==> config.mk <==
export PLATFORM = sky130hd
export DESIGN_NAME = ahb_arbiter_flat
export DESIGN_NICKNAME = d
export VERILOG_FILES = /design/src/rtl/ahb_arbiter_pkg.sv /design/src/rtl/ahb_arbiter_if.sv /design/src/rtl/ahb_arb_rr.sv /design/src/rtl/ahb_arbiter.sv /design/src/flat_wrapper.sv
export SDC_FILE = /design/constraint.sdc
export NUM_CORES = 1
export LEC_CHECK = 0
export BUFFER_PORTS_ARGS = -buffer_cell sky130_fd_sc_hd__buf_2
export CELL_PAD_IN_SITES_DETAIL_PLACEMENT = 1
export CELL_PAD_IN_SITES_GLOBAL_PLACEMENT = 2
export CORE_MARGIN = 2
export CORE_UTILIZATION = 35
export CTS_BUF_LIST = sky130_fd_sc_hd__clkbuf_4
export CTS_CLUSTER_DIAMETER = 80
export DETAILED_ROUTE_END_ITERATION = 16
export GPL_ROUTABILITY_DRIVEN = 1
export PLACE_DENSITY = 0.95
export SYNTH_ARGS = -nofsm -noshare
export SYNTH_HDL_FRONTEND = slang
export SYNTH_SLANG_ARGS = --single-unit
==> constraint.sdc <==
create_clock -name i_hclk -period 4.2 [get_ports i_hclk]
set_input_delay 1.26 -clock i_hclk [delete_from_list [all_inputs] [get_ports i_hclk]]
set_output_delay 1.26 -clock i_hclk [all_outputs]
set_load 0.005 [all_outputs]
==> src/rtl/ahb_arbiter_pkg.sv <==
// ahb_arbiter_pkg: AHB bus types, arbiter FSM encodings and burst helper.
// Imported by every file of the arbiter slice.
package ahb_arbiter_pkg;

  typedef enum logic [1:0] {
    HT_IDLE   = 2'd0,
    HT_BUSY   = 2'd1,
    HT_NONSEQ = 2'd2,
    HT_SEQ    = 2'd3
  } t_htrans;

  typedef enum logic [2:0] {
    HB_SINGLE = 3'd0,
    HB_INCR   = 3'd1,
    HB_WRAP4  = 3'd2,
    HB_INCR4  = 3'd3,
    HB_WRAP8  = 3'd4,
    HB_INCR8  = 3'd5,
    HB_WRAP16 = 3'd6,
    HB_INCR16 = 3'd7
  } t_hburst;

  typedef enum logic [1:0] {
    HR_OKAY  = 2'd0,
    HR_ERROR = 2'd1,
    HR_RETRY = 2'd2,
    HR_SPLIT = 2'd3
  } t_hresp;

  typedef logic [1:0] t_arb_state;

  localparam t_arb_state DFLT   = 2'd0;
  localparam t_arb_state OWN    = 2'd1;
  localparam t_arb_state LOCKED = 2'd2;

  // Beats still to come after the NONSEQ of a burst
  function automatic logic [3:0] burst_beats(t_hburst b);
    case (b)
      HB_WRAP4,  HB_INCR4:  burst_beats = 4'd3;
      HB_WRAP8,  HB_INCR8:  burst_beats = 4'd7;
      HB_WRAP16, HB_INCR16: burst_beats = 4'd15;
      default:              burst_beats = 4'd0;
    endcase
  endfunction

endpackage

==> src/rtl/ahb_arbiter_if.sv <==
// ahb_arbiter_if: request/grant and muxed-bus signals seen by the arbiter.
// slave modport is the arbiter side, master the manager/bus side.
interface ahb_arbiter_if #(
  parameter int N_MGR = 4
);
  import ahb_arbiter_pkg::*;

  localparam int IDX_W = $clog2(N_MGR);

  logic [N_MGR-1:0] i_hbusreq;
  logic [N_MGR-1:0] i_hlock;
  logic [N_MGR-1:0] o_hgrant;
  logic [IDX_W-1:0] o_hmaster;
  logic [IDX_W-1:0] o_hmaster_d;
  logic             o_hmastlock;
  t_htrans          i_htrans;
  t_hburst          i_hburst;
  logic             i_hready;
  t_hresp           i_hresp;
  logic [N_MGR-1:0] i_hsplit;

  modport slave (
    input  i_hbusreq, i_hlock,
    input  i_htrans, i_hburst,
    input  i_hready, i_hresp,
    input  i_hsplit,
    output o_hgrant, o_hmaster,
    output o_hmaster_d, o_hmastlock
  );

  modport master (
    output i_hbusreq, i_hlock,
    output i_htrans, i_hburst,
    output i_hready, i_hresp,
    output i_hsplit,
    input  o_hgrant, o_hmaster,
    input  o_hmaster_d, o_hmastlock
  );

endinterface

==> src/rtl/ahb_arb_rr.sv <==
// ahb_arb_rr: combinational round-robin picker, search starts after last_i.
// Falls back to dflt_i when nothing requests.
module ahb_arb_rr #(
  parameter int N = 4,
  parameter int W = $clog2(N)
) (
  input  logic [N-1:0] req_i,
  input  logic [W-1:0] last_i,
  input  logic [W-1:0] dflt_i,
  output logic [N-1:0] gnt_o,
  output logic [W-1:0] idx_o
);

  logic         found;
  logic [W-1:0] cand;

  always_comb begin
    found = 1'b0;
    cand  = '0;
    idx_o = dflt_i;
    for (int k = 1; k <= N; k++) begin
      cand = W'((int'(last_i) + k) % N);
      if (!found && req_i[cand]) begin
        found = 1'b1;
        idx_o = cand;
      end
    end
    gnt_o        = '0;
    gnt_o[idx_o] = 1'b1;
  end

endmodule

==> src/rtl/ahb_arbiter.sv <==
// ahb_arbiter: round-robin AHB arbiter with burst/lock protection.
// Define FREEAHB_ARB_SPLIT_EN to mask SPLIT-ed managers until HSPLIT.
module ahb_arbiter
  import ahb_arbiter_pkg::*;
#(
  parameter int N_MGR       = 4,
  parameter int DEFAULT_MGR = 0
) (
  input logic          i_hclk,
  input logic          i_hreset_n,
  ahb_arbiter_if.slave bus
);

  localparam int IDX_W = $clog2(N_MGR);
  localparam logic [IDX_W-1:0] DIDX = IDX_W'(DEFAULT_MGR);
  localparam logic [N_MGR-1:0] DOH  = N_MGR'(1) << DEFAULT_MGR;

  logic [N_MGR-1:0] gnt_q, gnt_d;
  logic [IDX_W-1:0] gidx_q, gidx_d;
  logic [IDX_W-1:0] mst_q, mstd_q;
  logic             mlock_q;
  logic [3:0]       cnt_q, cnt_d;
  logic             resp_q;
  t_arb_state       state_q, state_d;
  logic [N_MGR-1:0] split_d;
  logic [N_MGR-1:0] elig;
  logic [N_MGR-1:0] pick_gnt;
  logic [IDX_W-1:0] pick_idx;
  logic             err_resp, first_resp;
  logic             fixed, last_beat, incr_rel;
  logic             rearb, hold;
  logic             unused_state;

  assign err_resp   = !bus.i_hready && (bus.i_hresp != HR_OKAY);
  assign first_resp = err_resp && !resp_q;
  assign fixed      = bus.i_hburst != HB_INCR;

  assign last_beat = bus.i_hready &&
    ((bus.i_htrans == HT_NONSEQ && bus.i_hburst == HB_SINGLE) ||
     (bus.i_htrans == HT_SEQ && fixed && cnt_q <= 4'd1));

  assign incr_rel = bus.i_hready && !fixed &&
    (bus.i_htrans == HT_NONSEQ || bus.i_htrans == HT_SEQ) &&
    !bus.i_hbusreq[mst_q];

  assign rearb = first_resp || last_beat || incr_rel ||
    (bus.i_hready && bus.i_htrans == HT_IDLE);

`ifdef FREEAHB_ARB_SPLIT_EN
  logic [N_MGR-1:0] split_q;
  logic [N_MGR-1:0] split_set;

  // Set beats clear for the same bit; the default manager is never masked
  always_comb begin
    split_set = '0;
    if (first_resp && bus.i_hresp == HR_SPLIT) split_set[mstd_q] = 1'b1;
    split_d = (split_q & ~bus.i_hsplit) | split_set;
    split_d[DEFAULT_MGR] = 1'b0;
  end

  always_ff @(posedge i_hclk or negedge i_hreset_n) begin
    if (!i_hreset_n) split_q <= '0;
    else             split_q <= split_d;
  end
`else
  logic unused_hsplit;
  assign unused_hsplit = ^bus.i_hsplit;
  assign split_d       = '0;
`endif

  assign elig = bus.i_hbusreq & ~split_d;
  assign hold = bus.i_hlock[mst_q] && !split_d[mst_q];

  ahb_arb_rr #(
    .N (N_MGR),
    .W (IDX_W)
  ) u_rr (
    .req_i  (elig),
    .last_i (mst_q),
    .dflt_i (DIDX),
    .gnt_o  (pick_gnt),
    .idx_o  (pick_idx)
  );

  always_comb begin
    gnt_d   = gnt_q;
    gidx_d  = gidx_q;
    state_d = state_q;
    if (rearb) begin
      if (hold) begin
        gnt_d        = '0;
        gnt_d[mst_q] = 1'b1;
        gidx_d       = mst_q;
        state_d      = LOCKED;
      end else begin
        gnt_d   = pick_gnt;
        gidx_d  = pick_idx;
        state_d = (|elig) ? OWN : DFLT;
      end
    end
  end

  always_comb begin
    cnt_d = cnt_q;
    unique case (1'b1)
      first_resp:
        cnt_d = '0;
      bus.i_hready && bus.i_htrans == HT_NONSEQ:
        cnt_d = burst_beats(bus.i_hburst);
      bus.i_hready && bus.i_htrans == HT_SEQ && fixed && cnt_q != '0:
        cnt_d = cnt_q - 4'd1;
      default: ;
    endcase
  end

  always_ff @(posedge i_hclk or negedge i_hreset_n) begin
    if (!i_hreset_n) begin
      gnt_q   <= DOH;
      gidx_q  <= DIDX;
      mst_q   <= DIDX;
      mstd_q  <= DIDX;
      mlock_q <= 1'b0;
      cnt_q   <= '0;
      resp_q  <= 1'b0;
      state_q <= DFLT;
    end else begin
      gnt_q   <= gnt_d;
      gidx_q  <= gidx_d;
      cnt_q   <= cnt_d;
      resp_q  <= err_resp;
      state_q <= state_d;
      if (bus.i_hready) begin
        mst_q   <= gidx_q;
        mstd_q  <= mst_q;
        mlock_q <= bus.i_hlock[gidx_q];
      end
    end
  end

  // FSM state is tracked for debug visibility only
  assign unused_state = ^state_q;

  assign bus.o_hgrant    = gnt_q;
  assign bus.o_hmaster   = mst_q;
  assign bus.o_hmaster_d = mstd_q;
  assign bus.o_hmastlock = mlock_q;

endmodule
==> src/flat_wrapper.sv <==
// flat-port wrapper written by rule: the top's interface ports become plain ports
module ahb_arbiter_flat import ahb_arbiter_pkg::*;
#(
  parameter int N_MGR       = 4,
  parameter int DEFAULT_MGR = 0
)
  (i_hclk, i_hreset_n, bus_i_hbusreq, bus_i_hlock, bus_i_htrans, bus_i_hburst, bus_i_hready, bus_i_hresp, bus_i_hsplit, bus_o_hgrant, bus_o_hmaster, bus_o_hmaster_d, bus_o_hmastlock);
  ahb_arbiter_if #(.N_MGR(N_MGR)) bus_i ();
  input logic i_hclk;
  input logic i_hreset_n;
  input wire logic [$bits(bus_i.i_hbusreq)-1:0] bus_i_hbusreq;
  input wire logic [$bits(bus_i.i_hlock)-1:0] bus_i_hlock;
  input wire logic [$bits(bus_i.i_htrans)-1:0] bus_i_htrans;
  input wire logic [$bits(bus_i.i_hburst)-1:0] bus_i_hburst;
  input wire logic [$bits(bus_i.i_hready)-1:0] bus_i_hready;
  input wire logic [$bits(bus_i.i_hresp)-1:0] bus_i_hresp;
  input wire logic [$bits(bus_i.i_hsplit)-1:0] bus_i_hsplit;
  output wire logic [$bits(bus_i.o_hgrant)-1:0] bus_o_hgrant;
  output wire logic [$bits(bus_i.o_hmaster)-1:0] bus_o_hmaster;
  output wire logic [$bits(bus_i.o_hmaster_d)-1:0] bus_o_hmaster_d;
  output wire logic [$bits(bus_i.o_hmastlock)-1:0] bus_o_hmastlock;
  assign bus_i.i_hbusreq = bus_i_hbusreq;
  assign bus_i.i_hlock = bus_i_hlock;
  assign bus_i.i_htrans = bus_i_htrans;
  assign bus_i.i_hburst = bus_i_hburst;
  assign bus_i.i_hready = bus_i_hready;
  assign bus_i.i_hresp = bus_i_hresp;
  assign bus_i.i_hsplit = bus_i_hsplit;
  assign bus_o_hgrant = bus_i.o_hgrant;
  assign bus_o_hmaster = bus_i.o_hmaster;
  assign bus_o_hmaster_d = bus_i.o_hmaster_d;
  assign bus_o_hmastlock = bus_i.o_hmastlock;
  ahb_arbiter #(.N_MGR(N_MGR), .DEFAULT_MGR(DEFAULT_MGR)) u_core (.i_hclk(i_hclk), .i_hreset_n(i_hreset_n), .bus(bus_i));
endmodule
# After elaboration in Yosys (flattened, before gate mapping)
# Cells that the tools add are included.
[totals]
wordCells = 103
ff_bits = 16
[op_classes]
n_lt_le_gt_ge = 10
reduce_logical = 41
mux = 31
n_eq_ne = 9
add_sub_neg = 5
[op_table]
columns = ["op", "count"]
rows = [
  ["one-hot mux 4 bit (3 select lines)", 2],
  ["< comparator 2 x 3 -> 1 bit (second input constant)", 7],
  ["logical AND 1 bit", 20],
  ["binary-select mux 1 bit (select 2 bit)", 8],
  ["2-to-1 mux 1 bit", 13],
  ["== test 3 bit (second input constant)", 4],
  ["2-to-1 mux 2 bit", 5],
  ["zero test 1 bit", 8],
  ["== test 3 x 2 -> 1 bit (second input constant)", 2],
  ["OR reduction 2 bit", 3],
  ["logical OR 1 bit", 5],
  ["adder 2 x 1 -> 2 bit (second input constant)", 2],
  ["adder 2 bit (second input constant)", 2],
  ["demux 1 bit (select 2 bit)", 2],
  ["== test 2 bit (second input constant)", 2],
  ["greater-or-equal comparator 2 x 1 -> 1 bit (second input constant)", 2],
  ["<= comparator 4 x 1 -> 1 bit (second input constant)", 1],
  ["2-to-1 mux 4 bit", 1],
  ["nonzero test 4 bit", 1],
  ["subtractor 4 x 1 -> 4 bit (second input constant)", 1],
  ["zero test 3 bit", 1],
  ["!= test 3 x 1 -> 1 bit (second input constant)", 1],
  ["nonzero test 3 bit", 1],
  ["zero test 2 bit", 1],
  ["nonzero test 2 bit", 1],
]

# Depth between registers and ports, before layout
[depth]
word_depth = 18
mapped_depth = 9
depth_no_buf = 7

# By module
# Synthesis repeated with hierarchy kept, for this count alone.
[hier_totals]
cells_unflattened = 131
hier_area_um2 = 1292.5
[modules_own_cells]
columns = ["mod", "instances", "area_each_um2", "cells_each", "seq_area_each_um2"]
rows = [
  ["ahb_arbiter", 1, 1013.5, 84, 401.6],
  ["ahb_arb_rr", 1, 279.0, 47, 0.0],
]

# Least setup slack after synthesis
# OpenSTA, ideal clock, no wires.
[synth_path]
path_kind = "in2reg"
startpoint = "in bus_i_hbusreq[2]"
endpoint = "reg u_core.gnt_q[2], in the netlist u_core.bus.o_hgrant[2]"
n_path_buf = 2
stages = 7
required_ns = 4.071
setup_time_ns = 0.129
slack_ns = 1.481
arrival_time_ns = 2.591
cell_sequence = "clkbuf_1 mux4_1 nand3_1 a31oi_1 buf_2 mux2i_1 o31ai_1"
[synth_via]
elab_chain_cells = 17
elab_cells_between_ends = 33
cone_classes = "order compare: 2; mux: 20; reduce/logical: 11"
[synth_rtl]
columns = ["element", "line", "source"]
rows = [
  ["start: declaration", "flat_wrapper.sv:11", "input wire logic [$bits(bus_i.i_hbusreq)-1:0] bus_i_hbusreq;"],
  ["binary-select mux 1 bit (select 2 bit)", "ahb_arb_rr.sv:23", "if (!found && req_i[cand]) begin"],
  ["2-to-1 mux 1 bit (implied by the code)", "ahb_arb_rr.sv:23", ""],
  ["2-to-1 mux 1 bit", "ahb_arb_rr.sv:23", ""],
  ["zero test 1 bit", "ahb_arb_rr.sv:23", ""],
  ["logical AND 1 bit", "ahb_arb_rr.sv:23", ""],
  ["2-to-1 mux 1 bit", "ahb_arb_rr.sv:23", ""],
  ["zero test 1 bit", "ahb_arb_rr.sv:23", ""],
  ["logical AND 1 bit", "ahb_arb_rr.sv:23", ""],
  ["2-to-1 mux 1 bit", "ahb_arb_rr.sv:23", ""],
  ["zero test 1 bit", "ahb_arb_rr.sv:23", ""],
  ["logical AND 1 bit", "ahb_arb_rr.sv:23", ""],
  ["2-to-1 mux 2 bit", "ahb_arb_rr.sv:23", ""],
  ["< comparator 2 x 3 -> 1 bit (implied by the code) / greater-or-equal comparator 2 x 1 -> 1 bit (equally long branches)", "ahb_arb_rr.sv:29", "gnt_o[idx_o] = 1'b1;"],
  ["logical AND 1 bit (implied by the code)", "ahb_arb_rr.sv:29", ""],
  ["2-to-1 mux 1 bit (implied by the code)", "ahb_arb_rr.sv:29", ""],
  ["demux 1 bit (select 2 bit)", "ahb_arb_rr.sv:29", ""],
  ["2-to-1 mux 4 bit", "ahb_arbiter.sv:90", "if (hold) begin"],
  ["end signal: assignment", "ahb_arbiter.sv:127", "gnt_q <= gnt_d;"],
  ["end: declaration", "ahb_arbiter.sv:18", "logic [N_MGR-1:0] gnt_q, gnt_d;"],
]
# Parallel ways exist; a longest one is shown, timed or not. The select of a mux whose other input is x is not followed.
# A chain may end at the register's enable or synchronous reset.

# Final worst setup path
# Ends and elaborated chain as after synthesis.

==> out/qor.yml <==
outcome: "finished, final reports clean"
drive_gt1_share_pct: 25.3
h-tree-depth: 1
track_usage_pct: 17.0
antenna_found_initial: 0
synth_top_area_cell: "dfrtp_1"
worst_slew_pin_slew_ps: 1200
hold_violations: 0
syn_nets: 160
synth_top_area_share_pct: 30.5
nets: 183
cap_violations: 0
placeableCoreArea_um2: 3360
cts_root_buffer: "clkbuf_4"
syn2layout_area_growth_pct: 14.4
dp_cells: 196
p_total_mw: 0.757
final.period_utilization_pct: 71.3
routabilityCongestion: 0.797
syn_area_um2: 1230
slew_violations: 0
synth_seq_area_share_pct: 32.6
crit_end: "u_core.bus.o_hgrant[2]"
worst_slew_margin_rel_pct: 19.9
ys_types: 38
synth_edf_count: 0
grt_pass1_vias: 1139
synth-seq-cells: 16
ant_nets: 0
die_h_um: 63.3
r2r_slack_ps: 1340
arrival_ps: 3130
crit_path_start_kind: "input pin"
ioPinCount: 31
cp_max_fo: 12
avgSynthCellArea_um2: 9.34
ctsHoldBuffers: 0
r2r_end: "u_core.bus.o_hgrant[2]"
synthTopCellsByArea: "dfrtp_1 (30%), mux2i_1 (8.9%), ha_1 (6.1%), o31ai_1 (4.3%), nand2_1 (4.0%)"
rsz0062_at_grt: "false"
start_util_pct: 36.6
tns_ps: 0
grt-ovfl-total: 0
worstPathRequired_ps: 4330
grt_start_max_net_pins: 18
postSynthCellCount: 132
skew_ps: 2.32
cp-startpoint: "bus_i_hbusreq[2]"
setup_violations: 0
drcViolationCount: 0
first_pass_iters: 4
fin_crit_ps: 2990
dieArea_um2: 4010
powerDensity_nw_per_um2: 536
clk_latency_ps: 290
ctsResizeCount: 0
vias: 1105
utilization_pct: 41.9
portBuffers: 26
async_flop_share_pct: 100
cts_buffers: 3
hold_class: "register to register"
tritoncts: "done"
drt_iter0_drc: 45
fmax_mhz: 334
n_antenna_cell: 0
ir_worst_vdd_mv: 0.167
cts_setup_buffers: 0
p_leak_nw: 0.650
rr_worst_depth: 6
grt_pass1_wl_mm: 5.45
final_cells: 200
drt_wl_total_mm: 3.17
r2r-start: "u_core.bus.o_hmaster[0]"
die_width_um: 63.3
clockBufferDepth: 2
post-dp-hpwl_mm: 2.46
path_clk_slew_ps: 100
crit_type: "input pin to register"
placementRows: 21
avgRoutedWirePerCell_um: 15.9
ys_warn_count: 0
cts_num_sinks: 16
yosys_most_used_dff: "dfrtp_1"
viasPerCell: 5.53
cp-end-kind: "register"
-- cells by family after synthesis --
logic type,count (synthesis),share of synthesized area [%]
multiplexers,17,16.5
adder cells (fa/ha/maj),6,6.09
AND/OR/NAND/NOR,47,20.2
flip-flops,16,32.6
buffers and inverters,13,5.18
AO/OA/AOI/OAI,33,19.4
-- per-stage QoR --
stage | hold slack [ps] | area (µm²) | worst slack, ps
CTS | 517 | 1410 | 1210
floorplan | 479 | 1230 | 1480
finish | 514 | 1410 | 1210
detailed placement | 494 | 1380 | 897
global route | 530 | 1410 | 1020
global placement | 481 | 1380 | 994
-- state kept, by name, summed over array words and instances (netlist names) --
name	count
u_core.resp_q	1
u_core.cnt_q	4
u_core.gidx_q	2
u_core.bus.o_hmaster_d	2
u_core.bus.o_hmastlock	1
u_core.bus.o_hmaster	2
u_core.bus.o_hgrant	4
-- where the power goes --
| part | switching, mW | total (mW) | internal, mW |
|---|---|---|---|
| logic | 0.191 | 0.373 | 0.182 |
| registers | 0.0785 | 0.289 | 0.210 |
| clock network | 0.0513 | 0.0947 | 0.0434 |
| total | 0.321 | 0.757 | 0.435 |
-- per-layer routing --
metal	vias up	global-route usage, %	part of all wire [%]
li1	534	-	-
met1	548	21.9	45
met2	19	29.5	51
met3	4	1.61	2.4
met4	0	6.52	1.5
met5	-	0	0
-- synthesized netlist by cell type, types with 5 or more instances --
master and instances:
o21ai_0 5, clkbuf_1 5, ha_1 6, nor2_1 7
a21oi_1 5, o31ai_1 7, nand2_1 13, and2_1 5
dfrtp_1 15, mux2i_1 11
-- worst min-delay path by stage --
| stage | startpoint | endpoint | slack, ps | depth (start not counted) |
|---|---|---|---|---|
| after floorplan | u_core.gidx_q[1] | u_core.gidx_q[1] | 480 | 2 |
| after global placement | u_core.bus.o_hgrant[3] | u_core.bus.o_hgrant[3] | 480 | 2 |
| after detailed placement | u_core.bus.o_hmastlock | u_core.bus.o_hmastlock | 490 | 1 |
| after CTS | u_core.bus.o_hmastlock | u_core.bus.o_hmastlock | 520 | 1 |
| after global routing | u_core.bus.o_hmastlock | u_core.bus.o_hmastlock | 530 | 1 |
| final | u_core.bus.o_hmastlock | u_core.bus.o_hmastlock | 510 | 1 |
-- cell usage in the layout, fill, tap and decap left out --
master | synthesis | layout
nor3b_1 | 2 | 2
o31ai_1 | 7 | 7
a32o_1 | 1 | 1
or3_1 | 1 | 1
inv_1 | 4 | 4
clkbuf_4 | 0 | 4
nor2_1 | 7 | 7
a221o_1 | 4 | 4
nor2b_1 | 1 | 1
a21oi_1 | 5 | 5
mux2i_1 | 11 | 11
buf_2 | 2 | 26
nand2b_1 | 4 | 4
nand2_1 | 13 | 13
mux4_1 | 1 | 1
nand3_1 | 4 | 4
a22o_1 | 1 | 1
or4_1 | 2 | 2
o21ai_0 | 5 | 5
and3b_1 | 2 | 2
dfrtp_1 | 15 | 15
a31oi_1 | 2 | 2
o211ai_1 | 4 | 4
dfstp_2 | 1 | 1
inv_6 | 1 | 1
ha_1 | 6 | 6
nand3b_1 | 1 | 1
or3b_2 | 1 | 1
a21boi_0 | 1 | 1
o221ai_1 | 1 | 1
and2_1 | 5 | 5
a21bo_1 | 1 | 1
o311ai_0 | 1 | 1
or2_2 | 1 | 1
mux2_2 | 4 | 4
mux4_2 | 1 | 1
nor3_1 | 3 | 3
-- worst max-delay path: stages --
cell and delay (ps):
buf_2 180, mux4_1 270, nand3_1 80, a31oi_1 950, mux2i_1 280, o31ai_1 100
-- area by class of cell --
type | count | area, µm²
clock buffer | 4 | 30.0
fill | 433 | 1950
inverter | 5 | 23.8
multi-input combinational | 103 | 767
sequential | 16 | 402
tap | 46 | 57.6
timing repair buffer | 26 | 130
Note: power is estimated with default switching activity, not from simulation.
